[src/rtl/mem_req_arbiter_pkg.sv]
// Shared definitions for the two-requester memory port arbiter:
// requester IDs, access size encodings, lock state and the muxed command bundle.
package mem_req_arbiter_pkg;

   localparam logic ID_INST = 1'b0;
   localparam logic ID_DATA = 1'b1;

   localparam logic [1:0] SIZE_B = 2'd0;
   localparam logic [1:0] SIZE_H = 2'd1;
   localparam logic [1:0] SIZE_W = 2'd2;

   typedef enum logic {
      LOCK_IDLE = 1'b0,
      LOCK_HELD = 1'b1
   } lock_state_e;

   typedef struct packed {
      logic        wr;
      logic [1:0]  size;
      logic [31:0] addr;
      logic [3:0]  wstrb;
      logic [31:0] wdata;
   } mem_cmd_t;

endpackage

[src/rtl/mem_req_arbiter_req_id_fifo.sv]
// 1-bit-wide synchronous FIFO holding the owner ID of each accepted request,
// in acceptance order, so responses can be steered back to their owner.
module mem_req_arbiter_req_id_fifo #(
   parameter int DEPTH = 2
) (
   input  logic clk,
   input  logic resetn,
   input  logic push,
   input  logic pop,
   input  logic din,
   output logic dout,
   output logic full,
   output logic empty
);
   localparam int PTR_W = $clog2(DEPTH);
   localparam int CNT_W = PTR_W + 1;

   logic             r_mem [DEPTH];
   logic [PTR_W-1:0] r_wptr;
   logic [PTR_W-1:0] r_rptr;
   logic [CNT_W-1:0] r_count;
   logic             w_do_push;
   logic             w_do_pop;

   assign full      = (r_count == CNT_W'(DEPTH));
   assign empty     = (r_count == '0);
   assign w_do_push = push & ~full;
   assign w_do_pop  = pop & ~empty;
   assign dout      = r_mem[r_rptr];

   always_ff @(posedge clk) begin
      if (w_do_push) r_mem[r_wptr] <= din;
   end

   // DEPTH is a power of two, so pointers wrap by plain overflow.
   always_ff @(posedge clk) begin
      if (!resetn) begin
         r_wptr  <= '0;
         r_rptr  <= '0;
         r_count <= '0;
      end else begin
         if (w_do_push) r_wptr <= r_wptr + PTR_W'(1);
         if (w_do_pop)  r_rptr <= r_rptr + PTR_W'(1);
         case ({w_do_push, w_do_pop})
            2'b10:   r_count <= r_count + CNT_W'(1);
            2'b01:   r_count <= r_count - CNT_W'(1);
            default: r_count <= r_count;
         endcase
      end
   end

endmodule

[src/rtl/mem_req_arbiter.sv]
// Shares one SRAM-like port between instruction fetch and data access:
// fixed data-over-inst priority, grant held until addr_ok, in-order response steering.
module mem_req_arbiter
   import mem_req_arbiter_pkg::*;
#(
   parameter int MAX_OUTSTANDING = 2
) (
   input  logic        clk,
   input  logic        resetn,
   input  logic        inst_req,
   input  logic        inst_wr,
   input  logic [1:0]  inst_size,
   input  logic [31:0] inst_addr,
   input  logic [3:0]  inst_wstrb,
   input  logic [31:0] inst_wdata,
   output logic        inst_addr_ok,
   output logic        inst_data_ok,
   output logic [31:0] inst_rdata,
   input  logic        data_req,
   input  logic        data_wr,
   input  logic [1:0]  data_size,
   input  logic [31:0] data_addr,
   input  logic [3:0]  data_wstrb,
   input  logic [31:0] data_wdata,
   output logic        data_addr_ok,
   output logic        data_data_ok,
   output logic [31:0] data_rdata,
   output logic        req,
   output logic        wr,
   output logic [1:0]  size,
   output logic [31:0] addr,
   output logic [3:0]  wstrb,
   output logic [31:0] wdata,
   input  logic        addr_ok,
   input  logic        data_ok,
   input  logic [31:0] rdata,
   output lock_state_e dbg_lock_state
);
   lock_state_e r_lock_state;
   logic        r_lock_id;

   logic        w_sel_valid;
   logic        w_sel_id;
   logic        w_sel_req;
   logic        w_full;
   logic        w_empty;
   logic        w_head_id;
   logic        w_push;
   logic        w_pop;
   mem_cmd_t    w_inst_cmd;
   mem_cmd_t    w_data_cmd;
   mem_cmd_t    w_out_cmd;

   always_comb begin
      w_sel_valid = 1'b0;
      w_sel_id    = ID_INST;
      if (r_lock_state == LOCK_HELD) begin
         w_sel_valid = 1'b1;
         w_sel_id    = r_lock_id;
      end else if (data_req) begin
         w_sel_valid = 1'b1;
         w_sel_id    = ID_DATA;
      end else if (inst_req) begin
         w_sel_valid = 1'b1;
         w_sel_id    = ID_INST;
      end
   end

   assign w_sel_req = w_sel_valid & ((w_sel_id == ID_DATA) ? data_req : inst_req);

   // A full ID queue blocks the address phase even if a pop lands this cycle.
   assign req    = resetn & w_sel_req & ~w_full;
   assign w_push = req & addr_ok;
   assign w_pop  = resetn & data_ok & ~w_empty;

   assign inst_addr_ok = w_push & (w_sel_id == ID_INST);
   assign data_addr_ok = w_push & (w_sel_id == ID_DATA);
   assign inst_data_ok = w_pop & (w_head_id == ID_INST);
   assign data_data_ok = w_pop & (w_head_id == ID_DATA);
   assign inst_rdata   = rdata;
   assign data_rdata   = rdata;

   assign w_inst_cmd = '{inst_wr, inst_size, inst_addr, inst_wstrb, inst_wdata};
   assign w_data_cmd = '{data_wr, data_size, data_addr, data_wstrb, data_wdata};
   assign w_out_cmd  = w_sel_req ? ((w_sel_id == ID_DATA) ? w_data_cmd : w_inst_cmd) : '0;

   assign wr    = w_out_cmd.wr;
   assign size  = w_out_cmd.size;
   assign addr  = w_out_cmd.addr;
   assign wstrb = w_out_cmd.wstrb;
   assign wdata = w_out_cmd.wdata;

   assign dbg_lock_state = r_lock_state;

   // Lock pins the grant to the requester whose address phase is stalled.
   always_ff @(posedge clk) begin
      if (!resetn) begin
         r_lock_state <= LOCK_IDLE;
         r_lock_id    <= ID_INST;
      end else if (req && !addr_ok) begin
         r_lock_state <= LOCK_HELD;
         r_lock_id    <= w_sel_id;
      end else if (req && addr_ok) begin
         r_lock_state <= LOCK_IDLE;
      end
   end

   mem_req_arbiter_req_id_fifo #(
      .DEPTH (MAX_OUTSTANDING)
   ) u_id_fifo (
      .clk    (clk),
      .resetn (resetn),
      .push   (w_push),
      .pop    (w_pop),
      .din    (w_sel_id),
      .dout   (w_head_id),
      .full   (w_full),
      .empty  (w_empty)
   );

endmodule

[config.mk]
export PLATFORM = sky130hd
export DESIGN_NAME = mem_req_arbiter
export DESIGN_NICKNAME = d
export VERILOG_FILES = /design/src/rtl/mem_req_arbiter_pkg.sv /design/src/rtl/mem_req_arbiter_req_id_fifo.sv /design/src/rtl/mem_req_arbiter.sv
export SDC_FILE = /design/constraint.sdc
export NUM_CORES = 1
export LEC_CHECK = 0
export CORE_AREA = 3 3 123 125
export CTS_BUF_LIST = sky130_fd_sc_hd__clkbuf_8
export DETAILED_ROUTE_END_ITERATION = 12
export DIE_AREA = 0 0 126 128
export PLACE_DENSITY = 0.52
export SLEW_MARGIN = 20
export SYNTH_ARGS = -nofsm -noshare
export SYNTH_HDL_FRONTEND = slang
export SYNTH_SLANG_ARGS = --single-unit
[constraint.sdc]
create_clock -name clk -period 3.09 [get_ports clk]
set_input_delay 0.927 -clock clk [delete_from_list [all_inputs] [get_ports clk]]
set_output_delay 0.927 -clock clk [all_outputs]
set_load 0.1 [all_outputs]
==> out/metrics.yaml <==
run_status:
  outcome: "complete, no violations"
floorplanning:
  core_area_um2: 14000
  floorplan.io_pins: 321
  initial_core_util_pct: 14.8
  die_width_um: 126
  die_y_um: 128
  std_cell_rows: 43
  die_area_um2: 16100
clock_tree:
  cts_hold_buf: 0
  clkLatencyLatePin_ns: 0.23
  cts_inserted_buffers: 3
  cts.sink_count: 9
  clock-root-buffer: "sky130_fd_sc_hd__clkbuf_8"
  cts.path.max_buffers: 2
  htree_num_levels: 1
  cts_tree: "yes"
  cts.clk_slew.worst_paths_ns: 0.04
worst_setup_path:
  critical-path-slowest-cell: "sky130_fd_sc_hd__mux2i_4"
  critical_path.endpoint_type: "output port"
  timing.critical_path.from_type: "input port"
  worst-endpoint-required_ns: 2.16
  crit_arrival_ns: 2.12
  worstRegToRegCells: 10
  timing.critical_path.slowest_cell_delay_ns: 0.27
  critical_path.cell_chain: "buf_8 > mux2i_4 > buf_8 > clkbuf_16 > nand2_2 > a21oi_2 > buf_12"
  crit_cells: 7
  timing.setup.critical_path_class: "in -> out"
  critPathMaxFanout: 6
  timing.critical_path.max_delay_family: "buffers and inverters"
  path_common_cell: "sky130_fd_sc_hd__buf_8"
  critPathBufInv: 4
detailed_routing:
  vias_per_cell: 4.25
  postRouteWirelength_um: 11600
  drt_iter0_markers: 44
  detailroute.via_count: 3014
  drcViolationCount: 0
  drt-pass1-iter-count: 4
  routedWlPerCell_um: 16.3
  route.antenna.remaining_nets: 0
global_routing:
  wire_length_of_the_first_global_routing_pass_um: 17000
  globalRouteOverflowTotal: 0
  globalRouteTotalUtil_pct: 13.1
  first_global_vias: 3217
  grt_start_max_net_pins: 38
  number_of_antenna_violations_at_the_first_check_in_global_routing: 0
yosys:
  synthTopCellsByCount: "sky130_fd_sc_hd__nand2_1, sky130_fd_sc_hd__a21oi_1, sky130_fd_sc_hd__buf_4"
  yosysWarnings: 0
  synth.net_count: 525
  syn-cell-area_um2: 2070
  synth_flop_cell: "sky130_fd_sc_hd__dfxtp_1"
  synth_top_cell_area_share_pct: 24.7
  post_synthesis_average_cell_area_um2: 6.01
  synth_cell_type_count: 27
  yosysMostFrequentCell: "sky130_fd_sc_hd__nand2_1"
  ys_async_sr_fraction_pct: 0
  post_synth_main_area_contributors: "sky130_fd_sc_hd__nand2_1, sky130_fd_sc_hd__buf_4, sky130_fd_sc_hd__a21oi_1, sky130_fd_sc_hd__buf_6, sky130_fd_sc_hd__dfxtp_1"
  yosysSeqAreaShare_pct: 9.69
  synth_seq_cells: 9
  netlist_instances: 344
  synth_enable_flop_cells: 2
  synth_largest_area_cell: "sky130_fd_sc_hd__nand2_1"
sta:
  timing_max_transition_violations_final: 0
  grt_setup_unrepaired: "yes"
  finalCritPeriodShare_pct: 98.7
  finalCriticalPeriod_ns: 3.05
  worst_pin_slew_ns: 0.536
  timing.clock.skew_ns: 0.00298
  clock.fmax_mhz: 328
  setup-violations-final: 0
  hold_violations: 0
  max_slew_margin_pct: 64.1
layout:
  final_area_um2: 5950
  register_area_um2: 201
  final_util_pct: 42.5
  multi_input_comb_area_um2: 1840
  fill_cells: 1349
  final-instance-count-excl-fill: 710
  nets: 712
  flow.area_growth_from_synthesis_pct: 188
  final_layout_size_suffix_gt1_share_pct: 42.6
  num_antenna_cells: 0
place:
  port_buffers: 224
  place.gp.congestion: 0.844
  dp_cells: 689
  detailedPlacementHpwl_um: 8400
  placedInstanceArea_um2: 5310
power:
  p_per_area_nw_per_um2: 408
  ir_worst_vdd_mv: 0.183
  design_power_total_mw: 2.43
  p_leak_nw: 2.32
min_path:
  timing.hold.worst.class: "reg -> reg"
  number_of_cells_traversed_by_the_worst_hold_path: 1
job:
  cap_viol_max_count: 0
cell type report:
| cell class | instances | area share [%] |
|---|---|---|
| clock inverter | 1 | 0.0842 |
| inverter | 3 | 0.463 |
| sequential | 9 | 3.39 |
| timing repair inverter | 1 | 0.189 |
| timing repair buffer | 267 | 60.4 |
| tap | 180 | 3.79 |
| multi-input combinational | 246 | 30.9 |
| clock buffer | 3 | 0.694 |
path summary, 6_finish.rpt:
path | startpoint | to | slack, ns
min reg2reg | u_id_fifo.r_wptr$_SDFFE_PN0N_ | u_id_fifo.r_wptr$_SDFFE_PN0N_ | 0.50
max reg2reg | r_lock_id$_SDFFE_PN0P_ | u_id_fifo.r_count[1]$_SDFFE_PN0P_ | 0.90
min | u_id_fifo.r_wptr$_SDFFE_PN0N_ | u_id_fifo.r_wptr$_SDFFE_PN0N_ | 0.50
max | data_req | wdata[20] | 0.04
worst reg2reg max path: stages, from the launching register on:
cell and delay [ns]:
sky130_fd_sc_hd__dfxtp_1 0.41, sky130_fd_sc_hd__mux2i_1 0.21, sky130_fd_sc_hd__nand2_1 0.12, sky130_fd_sc_hd__buf_4 0.15, sky130_fd_sc_hd__buf_4 0.12, sky130_fd_sc_hd__nand4_1 0.08, sky130_fd_sc_hd__buf_4 0.15, sky130_fd_sc_hd__buf_4 0.12
sky130_fd_sc_hd__ha_1 0.23, sky130_fd_sc_hd__or3_1 0.36, sky130_fd_sc_hd__a21boi_0 0.16
through the flow:
stage               setup TNS, ns  hold WS (ns)  setup slack [ns]
global route              -0.0421         0.530          -0.00737
CTS                             0         0.495           0.00772
finish                          0         0.499            0.0396
floorplan                  -32.29         0.446            -0.869
global placement           -30.71         0.479            -0.601
detailed placement         -33.01         0.484            -0.651
routing by layer:
metal  global-route usage (%)  wire (um)
met5                        0          0
met4                     4.42        296
met3                     3.46       1100
met2                     25.1       6100
met1                     13.8       4080
cell usage in the layout (no fill, tap or decap), types with 2 or more instances in the layout:
cell type                         netlist  layout
sky130_fd_sc_hd__buf_12                 0      82
sky130_fd_sc_hd__clkbuf_8               0       3
sky130_fd_sc_hd__edfxtp_1               2       2
sky130_fd_sc_hd__buf_6                 14       7
sky130_fd_sc_hd__nand2_1              136     119
sky130_fd_sc_hd__nor2_1                 5       2
sky130_fd_sc_hd__o21ai_0                2       2
sky130_fd_sc_hd__buf_8                  0       4
sky130_fd_sc_hd__nor2_4                 0       3
sky130_fd_sc_hd__dfxtp_1                7       6
sky130_fd_sc_hd__and2_1                 3       3
sky130_fd_sc_hd__xnor2_1                3       3
sky130_fd_sc_hd__a21oi_4                0      42
sky130_fd_sc_hd__and3_1                 2       2
sky130_fd_sc_hd__clkbuf_16              0       2
sky130_fd_sc_hd__inv_1                  2       2
sky130_fd_sc_hd__nand2_4                0      10
sky130_fd_sc_hd__buf_4                 64      21
sky130_fd_sc_hd__bufbuf_16              0       2
sky130_fd_sc_hd__a21oi_2                8      23
sky130_fd_sc_hd__buf_16                 0       3
sky130_fd_sc_hd__a21oi_1               65       8
sky130_fd_sc_hd__mux2i_1                4       4
sky130_fd_sc_hd__clkdlybuf4s50_1        0     144
sky130_fd_sc_hd__nand2_2                8      15
where the power goes:
part | total [mW] | leakage, nW | internal, mW | switching [mW]
logic | 2.15 | 2.21 | 0.858 | 1.29
clock network | 0.136 | 0.0255 | 0.0880 | 0.0480
registers | 0.141 | 0.0760 | 0.131 | 0.0108
total | 2.43 | 2.32 | 1.08 | 1.35
kinds of logic after synthesis:
kind of cell	Yosys count	synth area share, %
AND/OR/NAND/NOR	158	30.8
flip-flops	9	9.69
adder cells (fa/ha/maj)	1	0.605
XOR/XNOR	3	1.27
multiplexers	5	3.03
buffers and inverters	89	33.4
AO/OA/AOI/OAI	79	21.3
what timing repair did:
action / 4_1_cts / 5_1_grt
endpoints found under the setup margin: 74 / 43
gates resized for setup: 50 / 36
setup buffers: 8 / 1
hold endpoints to repair: 0 / 0
pin swaps: 3 / 14
gates cloned: 6 / 2
Power figures use the tool's default switching activity.
